==> src/rtl/mem_arb_pkg.sv <==
// Shared types and constants for the memory port arbiter.
// Holds the FSM state enum, the requester id enum and the cyclic
// successor helper used by the round-robin picker.
package mem_arb_pkg;

    localparam int MEM_ARB_NUM_REQ = 3;

    typedef enum logic {
        ARB_IDLE = 1'b0,
        ARB_WAIT = 1'b1
    } arb_state_t;

    typedef enum logic [1:0] {
        REQ_FETCH = 2'd0,
        REQ_LOAD  = 2'd1,
        REQ_STORE = 2'd2
    } arb_req_id_t;

    // Cyclic successor: fetch -> load -> store -> fetch
    function automatic arb_req_id_t next_req(input arb_req_id_t id);
        case (id)
            REQ_FETCH: next_req = REQ_LOAD;
            REQ_LOAD:  next_req = REQ_STORE;
            default:   next_req = REQ_FETCH;
        endcase
    endfunction

endpackage

==> src/rtl/mem_arb_pick.sv <==
// Combinational requester picker for the memory port arbiter.
// Default: fixed priority store > load > fetch, pointer ignored.
// MEM_ARB_ROUND_ROBIN_EN: search starts at the requester after the
// last-granted one, in cyclic order fetch -> load -> store.
module mem_arb_pick
    import mem_arb_pkg::*;
(
    input  logic [MEM_ARB_NUM_REQ-1:0] valid,
    input  arb_req_id_t                last,
    output logic [MEM_ARB_NUM_REQ-1:0] grant,
    output arb_req_id_t                grant_id
);

`ifdef MEM_ARB_ROUND_ROBIN_EN
    arb_req_id_t cand;
    logic        found;

    // Walk the three requesters starting after the last grant
    always_comb begin
        grant    = '0;
        grant_id = REQ_FETCH;
        found    = 1'b0;
        cand     = next_req(last);
        for (int k = 0; k < MEM_ARB_NUM_REQ; k++) begin
            if (!found && valid[cand]) begin
                found    = 1'b1;
                grant    = 3'b001 << cand;
                grant_id = cand;
            end
            cand = next_req(cand);
        end
    end
`else
    // Pointer has no meaning under fixed priority
    logic unused_last;
    assign unused_last = ^last;

    // Fixed priority: store first, then load, then fetch
    always_comb begin
        grant    = '0;
        grant_id = REQ_FETCH;
        if (valid[REQ_STORE]) begin
            grant    = 3'b100;
            grant_id = REQ_STORE;
        end else if (valid[REQ_LOAD]) begin
            grant    = 3'b010;
            grant_id = REQ_LOAD;
        end else if (valid[REQ_FETCH]) begin
            grant    = 3'b001;
            grant_id = REQ_FETCH;
        end
    end
`endif

endmodule

==> src/rtl/mem_port_arbiter.sv <==
// Shares one memory32 port among fetch, load and store requesters.
// One outstanding transaction; response pulses MEM_LAT+1 cycles after
// the grant. Optional macro MEM_ARB_ROUND_ROBIN_EN switches the picker
// from fixed priority to round-robin with a last-grant pointer.
module mem_port_arbiter
    import mem_arb_pkg::*;
#(
    parameter int ADDR_W  = 32,
    parameter int DATA_W  = 32,
    parameter int MEM_LAT = 1
)
(
    input  logic              CLK,
    input  logic              RESET,
    input  logic              fetch_req_valid,
    output logic              fetch_req_ready,
    input  logic [ADDR_W-1:0] fetch_req_addr,
    output logic              fetch_rsp_valid,
    output logic [DATA_W-1:0] fetch_rsp_data,
    input  logic              load_req_valid,
    output logic              load_req_ready,
    input  logic [ADDR_W-1:0] load_req_addr,
    output logic              load_rsp_valid,
    output logic [DATA_W-1:0] load_rsp_data,
    input  logic              store_req_valid,
    output logic              store_req_ready,
    input  logic [ADDR_W-1:0] store_req_addr,
    input  logic [DATA_W-1:0] store_req_data,
    output logic              store_rsp_valid,
    output logic              mem_en,
    output logic              mem_we,
    output logic [ADDR_W-1:0] mem_addr,
    output logic [DATA_W-1:0] mem_wdata,
    input  logic [DATA_W-1:0] mem_rdata
);

    localparam int CNT_W = 2;

    arb_state_t                 state_reg, state_next;
    logic [CNT_W-1:0]           cnt_reg, cnt_next;
    arb_req_id_t                owner_reg, owner_next;
    arb_req_id_t                last_ptr;
    arb_req_id_t                pick_id;
    logic [MEM_ARB_NUM_REQ-1:0] req_valid;
    logic [MEM_ARB_NUM_REQ-1:0] pick_grant;
    logic [MEM_ARB_NUM_REQ-1:0] req_ready;
    logic                       capture;

    assign req_valid = {store_req_valid, load_req_valid, fetch_req_valid};

    mem_arb_pick u_pick (
        .valid    (req_valid),
        .last     (last_ptr),
        .grant    (pick_grant),
        .grant_id (pick_id)
    );

`ifdef MEM_ARB_ROUND_ROBIN_EN
    arb_req_id_t last_reg;

    // Remember the most recent grant; store after reset so fetch is tried first
    always_ff @(posedge CLK or negedge RESET) begin
        if (!RESET) begin
            last_reg <= REQ_STORE;
        end else if (mem_en) begin
            last_reg <= pick_id;
        end
    end

    assign last_ptr = last_reg;
`else
    assign last_ptr = REQ_STORE;
`endif

    // Next state, counter and owner plus the combinational memory/ready outputs
    always_comb begin
        state_next = state_reg;
        cnt_next   = cnt_reg;
        owner_next = owner_reg;
        capture    = 1'b0;
        req_ready  = '0;
        mem_en     = 1'b0;
        mem_we     = 1'b0;
        mem_addr   = '0;
        mem_wdata  = '0;
        case (state_reg)
            ARB_IDLE: begin
                // RESET gating keeps readies low while reset is asserted
                if (RESET && (|pick_grant)) begin
                    req_ready  = pick_grant;
                    mem_en     = 1'b1;
                    state_next = ARB_WAIT;
                    cnt_next   = CNT_W'(MEM_LAT - 1);
                    owner_next = pick_id;
                    case (pick_id)
                        REQ_STORE: begin
                            mem_we    = 1'b1;
                            mem_addr  = store_req_addr;
                            mem_wdata = store_req_data;
                        end
                        REQ_LOAD:  mem_addr = load_req_addr;
                        default:   mem_addr = fetch_req_addr;
                    endcase
                end
            end
            ARB_WAIT: begin
                if (cnt_reg == '0) begin
                    capture    = 1'b1;
                    state_next = ARB_IDLE;
                end else begin
                    cnt_next = cnt_reg - 1'b1;
                end
            end
            default: state_next = ARB_IDLE;
        endcase
    end

    // State, latency counter and owner registers
    always_ff @(posedge CLK or negedge RESET) begin
        if (!RESET) begin
            state_reg <= ARB_IDLE;
            cnt_reg   <= '0;
            owner_reg <= REQ_FETCH;
        end else begin
            state_reg <= state_next;
            cnt_reg   <= cnt_next;
            owner_reg <= owner_next;
        end
    end

    // Per-requester registered response pulse and (for reads) data holder
    genvar gi;
    generate
        for (gi = 0; gi < MEM_ARB_NUM_REQ; gi++) begin : g_rsp
            logic valid_reg;

            // Pulse the owner's response for one cycle after capture
            always_ff @(posedge CLK or negedge RESET) begin
                if (!RESET) begin
                    valid_reg <= 1'b0;
                end else begin
                    valid_reg <= capture && (owner_reg == arb_req_id_t'(gi));
                end
            end

            if (gi != int'(REQ_STORE)) begin : g_data
                logic [DATA_W-1:0] data_reg;

                // Capture read data for the owner; hold otherwise
                always_ff @(posedge CLK or negedge RESET) begin
                    if (!RESET) begin
                        data_reg <= '0;
                    end else if (capture && (owner_reg == arb_req_id_t'(gi))) begin
                        data_reg <= mem_rdata;
                    end
                end
            end
        end
    endgenerate

    assign fetch_req_ready = req_ready[REQ_FETCH];
    assign load_req_ready  = req_ready[REQ_LOAD];
    assign store_req_ready = req_ready[REQ_STORE];
    assign fetch_rsp_valid = g_rsp[0].valid_reg;
    assign load_rsp_valid  = g_rsp[1].valid_reg;
    assign store_rsp_valid = g_rsp[2].valid_reg;
    assign fetch_rsp_data  = g_rsp[0].g_data.data_reg;
    assign load_rsp_data   = g_rsp[1].g_data.data_reg;

endmodule
==> config.mk <==
export PLATFORM = sky130hd
export DESIGN_NAME = mem_port_arbiter
export DESIGN_NICKNAME = d
export VERILOG_FILES = /design/src/rtl/mem_arb_pkg.sv /design/src/rtl/mem_arb_pick.sv /design/src/rtl/mem_port_arbiter.sv
export SDC_FILE = /design/constraint.sdc
export NUM_CORES = 1
export LEC_CHECK = 0
export BUFFER_PORTS_ARGS = -buffer_cell sky130_fd_sc_hd__buf_2
export CORE_AREA = 2 2 115 117
export DETAILED_ROUTE_END_ITERATION = 8
export DIE_AREA = 0 0 117 119
export MAX_ROUTING_LAYER = met4
export REMOVE_ABC_BUFFERS = 1
export SLEW_MARGIN = 15
export SYNTH_ARGS = -nofsm -noshare
export SYNTH_HDL_FRONTEND = slang
export SYNTH_HIERARCHICAL = 1
export SYNTH_SLANG_ARGS = --single-unit
==> constraint.sdc <==
create_clock -name CLK -period 2.85 [get_ports CLK]
set_input_delay 0.1425 -clock CLK [delete_from_list [all_inputs] [get_ports CLK]]
set_output_delay 0.1425 -clock CLK [all_outputs]
set_load 0.02 [all_outputs]
-- Word level (Yosys, flattened, before mapping)
Cells that the tools add are included.
- register bits after elaboration: 72
- output and inout bits: 136
- word-level logic and storage cells: 50
- add/sub/neg operators: 1
- equal/unequal tests: 6
- mux-type cells: 25
- bitwise logic cells: 1
- reduce and logical (&&, ||, !) cells: 9
- operators with widths (operator ; count):
    32-bit two-way mux ; 5
    32-bit one-hot mux with 2 select lines ; 1
    3-bit two-way mux ; 4
    1-bit two-way mux ; 10
    2-bit two-way mux ; 3
    2-bit by 1-bit equality test with 1-bit output (second input constant) ; 2
    2-bit equality test (second input constant) ; 2
    1-bit logical AND ; 4
    2-bit zero test ; 2
    2-bit inequality test (second input constant) ; 2
    2-bit one-hot mux with 2 select lines ; 1
    2-bit AND reduction ; 2
    3-bit OR reduction ; 1
    1-bit one-hot mux with 2 select lines ; 1
    2-bit by 1-bit subtractor with 2-bit output (second input constant) ; 1
    1-bit inverter ; 1

-- Logic depth before layout (Yosys ltp)
- word-level depth: 7
- gate-level depth with buffers: 8
- gate-level depth less buffers: 5

-- Cells and area by module
Netlist, hierarchy kept.
- modules (own cells, without submodules) (module ; times used ; cells each ; area an instance (um^2)):
    mem_port_arbiter ; 1 ; 323 ; 3722.3
    mem_arb_pick ; 1 ; 5 ; 41.3

-- Least setup slack after synthesis
OpenSTA, ideal clock, no wires.
- kind: input -> output
- start: input port load_req_valid
- end: output port mem_addr[10]
- arrival time: 1.868 ns
- required time: 2.707 ns
- setup slack: 0.839 ns
- stages on the path: 8
- cells stage by stage: nor2b_1 > buf_4 > inv_1 > ha_1 > clkbuf_1 > clkbuf_1 > a221oi_1 > nor3_1
- longest elaborated chain between the ends: 6
- elaborated cells between the ends (all ways): 11
- those cells by class: eq/ne: 2; mux: 7; reduce/logical: 2
- ends and longest elaborated chain (item ; line ; text):
    start, declared ; mem_port_arbiter.sv:20 ; input logic load_req_valid,
    1-bit two-way mux (*) ; mem_arb_pick.sv:45 ; end else if (valid[REQ_LOAD]) begin
    2-bit two-way mux (*) ; mem_arb_pick.sv:42 ; if (valid[REQ_STORE]) begin
    net pick_id[0] ; mem_port_arbiter.sv:43 ; arb_req_id_t pick_id;
    2-bit by 1-bit equality test with 1-bit output / 2-bit equality test (equally long branches) ; mem_port_arbiter.sv:95 ; case (pick_id)
    32-bit one-hot mux with 2 select lines (*) ; mem_port_arbiter.sv:95 ;
    32-bit two-way mux (*) ; mem_port_arbiter.sv:89 ; if (RESET && (|pick_grant)) begin
    32-bit two-way mux (*) ; mem_port_arbiter.sv:86 ; case (state_reg)
    end, declared ; mem_port_arbiter.sv:32 ; output logic [ADDR_W-1:0] mem_addr,
The timed path passes the listed nets; every way through them passes the cells marked *.

-- Worst setup path after layout
- start: register state_reg
- end: output port mem_addr[22]
- longest elaborated chain between the ends: 1
- ends and longest elaborated chain (item ; line ; text):
    start, declared ; mem_port_arbiter.sv:39 ; arb_state_t state_reg, state_next;
    start signal, assigned ; mem_port_arbiter.sv:125 ; state_reg <= state_next;
    32-bit two-way mux ; mem_port_arbiter.sv:86 ;
Every way passes these cells.

==> results by group <==
Run status
  – Status: finished, final reports clean

Critical path
  – Critical Path RT: 2.71 ns
  – Reg2reg end: fetch_rsp_data[27]
  – Crit path capture type: primary output
  – Crit-path max FO: 35
  – Critical R2R Launch: cnt_reg[0]
  – Register-to-register setup slack: 1.07 ns
  – Worst-case reg-to-reg path depth: 6
  – Setup crit start kind: flop
  – Worst Path Arrival: 2.12 ns
  – Critical path class: flop to primary output

Routing
  – Drt total wl: 11980 um
  – Via total after detailed routing: 3701
  – DR vias/cell: 4.644
  – Initial drt markers: 152
  – Post-DRT Antenna Nets: 0
  – Pre-antenna DRT Iters: 4
  – WL per Instance: 15.04 um
  – DRC errors left: 0

Clock network
  – H-tree depth: 3
  – Worst skew pair latency: 0.32 ns
  – TritonCTS clock tree: yes
  – Post-CTS Hold Buffers: 0
  – Setup bufs post-CTS: 0
  – Gates resized, CTS repair: 0
  – Root buf cell: clkbuf_16
  – Clk buf depth: 2
  – CTS buffer count: 9
  – Clk sinks: 72
  – Worst-path clk slew: 0.05 ns

Final layout
  – Post-route core utilization: 0.4411
  – Fill cells: 1250
  – Final nets: 781
  – Most frequent cells in the layout: buf_2 (300), dfrtp_1 (72), mux2_2 (63)
  – Multi-input logic area: 0.001780 mm2
  – Reg area: 0.001802 mm2
  – Area Overhead vs Synth: 51.20%
  – Non-filler cells, final: 797
  – Share of cells above drive strength 1: 0.6327
  – Commonest non-fill, non-tap cell in the layout: buf_2

Floorplanning
  – Starting Density: 0.2917
  – Row count: 42
  – Core box area: 0.01287 mm2
  – Die Span Y: 119 um
  – IO Count: 301
  – Die X: 117 um
  – Total die area: 0.01392 mm2

Global route
  – First-pass GRT wire length: 18000 um
  – Gr ovfl total: 0
  – Largest net degree at the start of global routing: 74
  – Vias in the first global route: 3535
  – Total track usage: 0.1707
  – Initial antenna violation count: 2

Timing
  – F_max: 441.9 MHz
  – Worst Skew: 0.004105 ns
  – RSZ-0062 raised after global routing: no
  – Relative slew slack: 0.4049
  – Final Setup Violations: 0
  – Final Hold Viols: 0
  – Final critical-path required period: 2.263 ns
  – Measured slew at the worst slew-check pin: 0.8926 ns
  – Period utilization: 0.7940
  – Final Max Tran Viols: 0
  – Setup TNS: 0 ns

Synthesis
  – Syn_area_per_cell: 11.52 um2
  – Cells after synthesis: 326
  – Mapped Area: 0.003756 mm2
  – Yosys warnings: 6

Job
  – Max cap viols: 0

Place
  – I/O Buffers: 300
  – Routability Congestion: 0.8183
  – Dpl cells: 778
  – DP Wirelength: 9609 um

Power
  – Pwr Density: 808.5 mW/mm2
  – Leak pwr: 0.002918 uW
  – VDD IR-drop max: 0.0003160 V

Min path
  – Hold crit path type: primary input to async pin
[layout make-up]
| type | count | share of cell area |
|---|---|---|
| flip-flops and latches | 72 | 0.3173 |
| inverters | 6 | 0.003966 |
| clock buffers | 11 | 0.04450 |
| multi-input cells | 219 | 0.3135 |
| clock inverters | 5 | 0.009694 |
| repair buffers | 305 | 0.2710 |
| diodes | 3 | 0.001322 |
| well taps | 176 | 0.03878 |
[critical path, cell delays in order, from the launching register on]
cell,delay [ns]
dfrtp_1,0.42
and2b_1,0.30
nand2_2,0.41
nor3_1,0.43
buf_2,0.24
[worst max-delay path by stage]
stage,from,slack [ns],depth (start not counted),endpoint
after CTS,load_req_valid,0.39,7,mem_wdata[21]
after global routing,state_reg,0.44,4,mem_addr[6]
after floorplan,load_req_valid,0.59,5,mem_addr[0]
final,state_reg,0.59,4,mem_addr[22]
after detailed placement,load_req_valid,0.39,7,mem_wdata[21]
after global placement,load_req_valid,0.42,7,mem_wdata[21]
[power by group]
| group | switching, uW | internal (uW) |
|---|---|---|
| registers | 194 | 1440 |
| clock network | 394 | 721 |
| logic | 1070 | 774 |
| total | 1660 | 2930 |
[through the flow]
stage               setup slack (ns)  hold WS, ns  cell area, um2  power [uW]
finish                        0.5872      0.03810            5679        4592
global route                  0.4352      0.04049            5677        4885
CTS                           0.3910      0.03112            5669        4659
detailed placement            0.3885       0.3799            5361        3521
global placement              0.4239       0.3816            5361        3477
floorplan                     0.5865      -0.1531            3602        2767
[routing by layer]
| layer | up-vias | share of wire | global-route usage |
|---|---|---|---|
| met5 | - | 0 | - |
| li1 | 1749 | - | - |
| met4 | 0 | 0.016 | 0.06985 |
| met2 | 198 | 0.48 | 0.2738 |
| met3 | 18 | 0.086 | 0.03919 |
| met1 | 1736 | 0.42 | 0.2059 |
No activity file was read; power rests on OpenSTA's default activity.
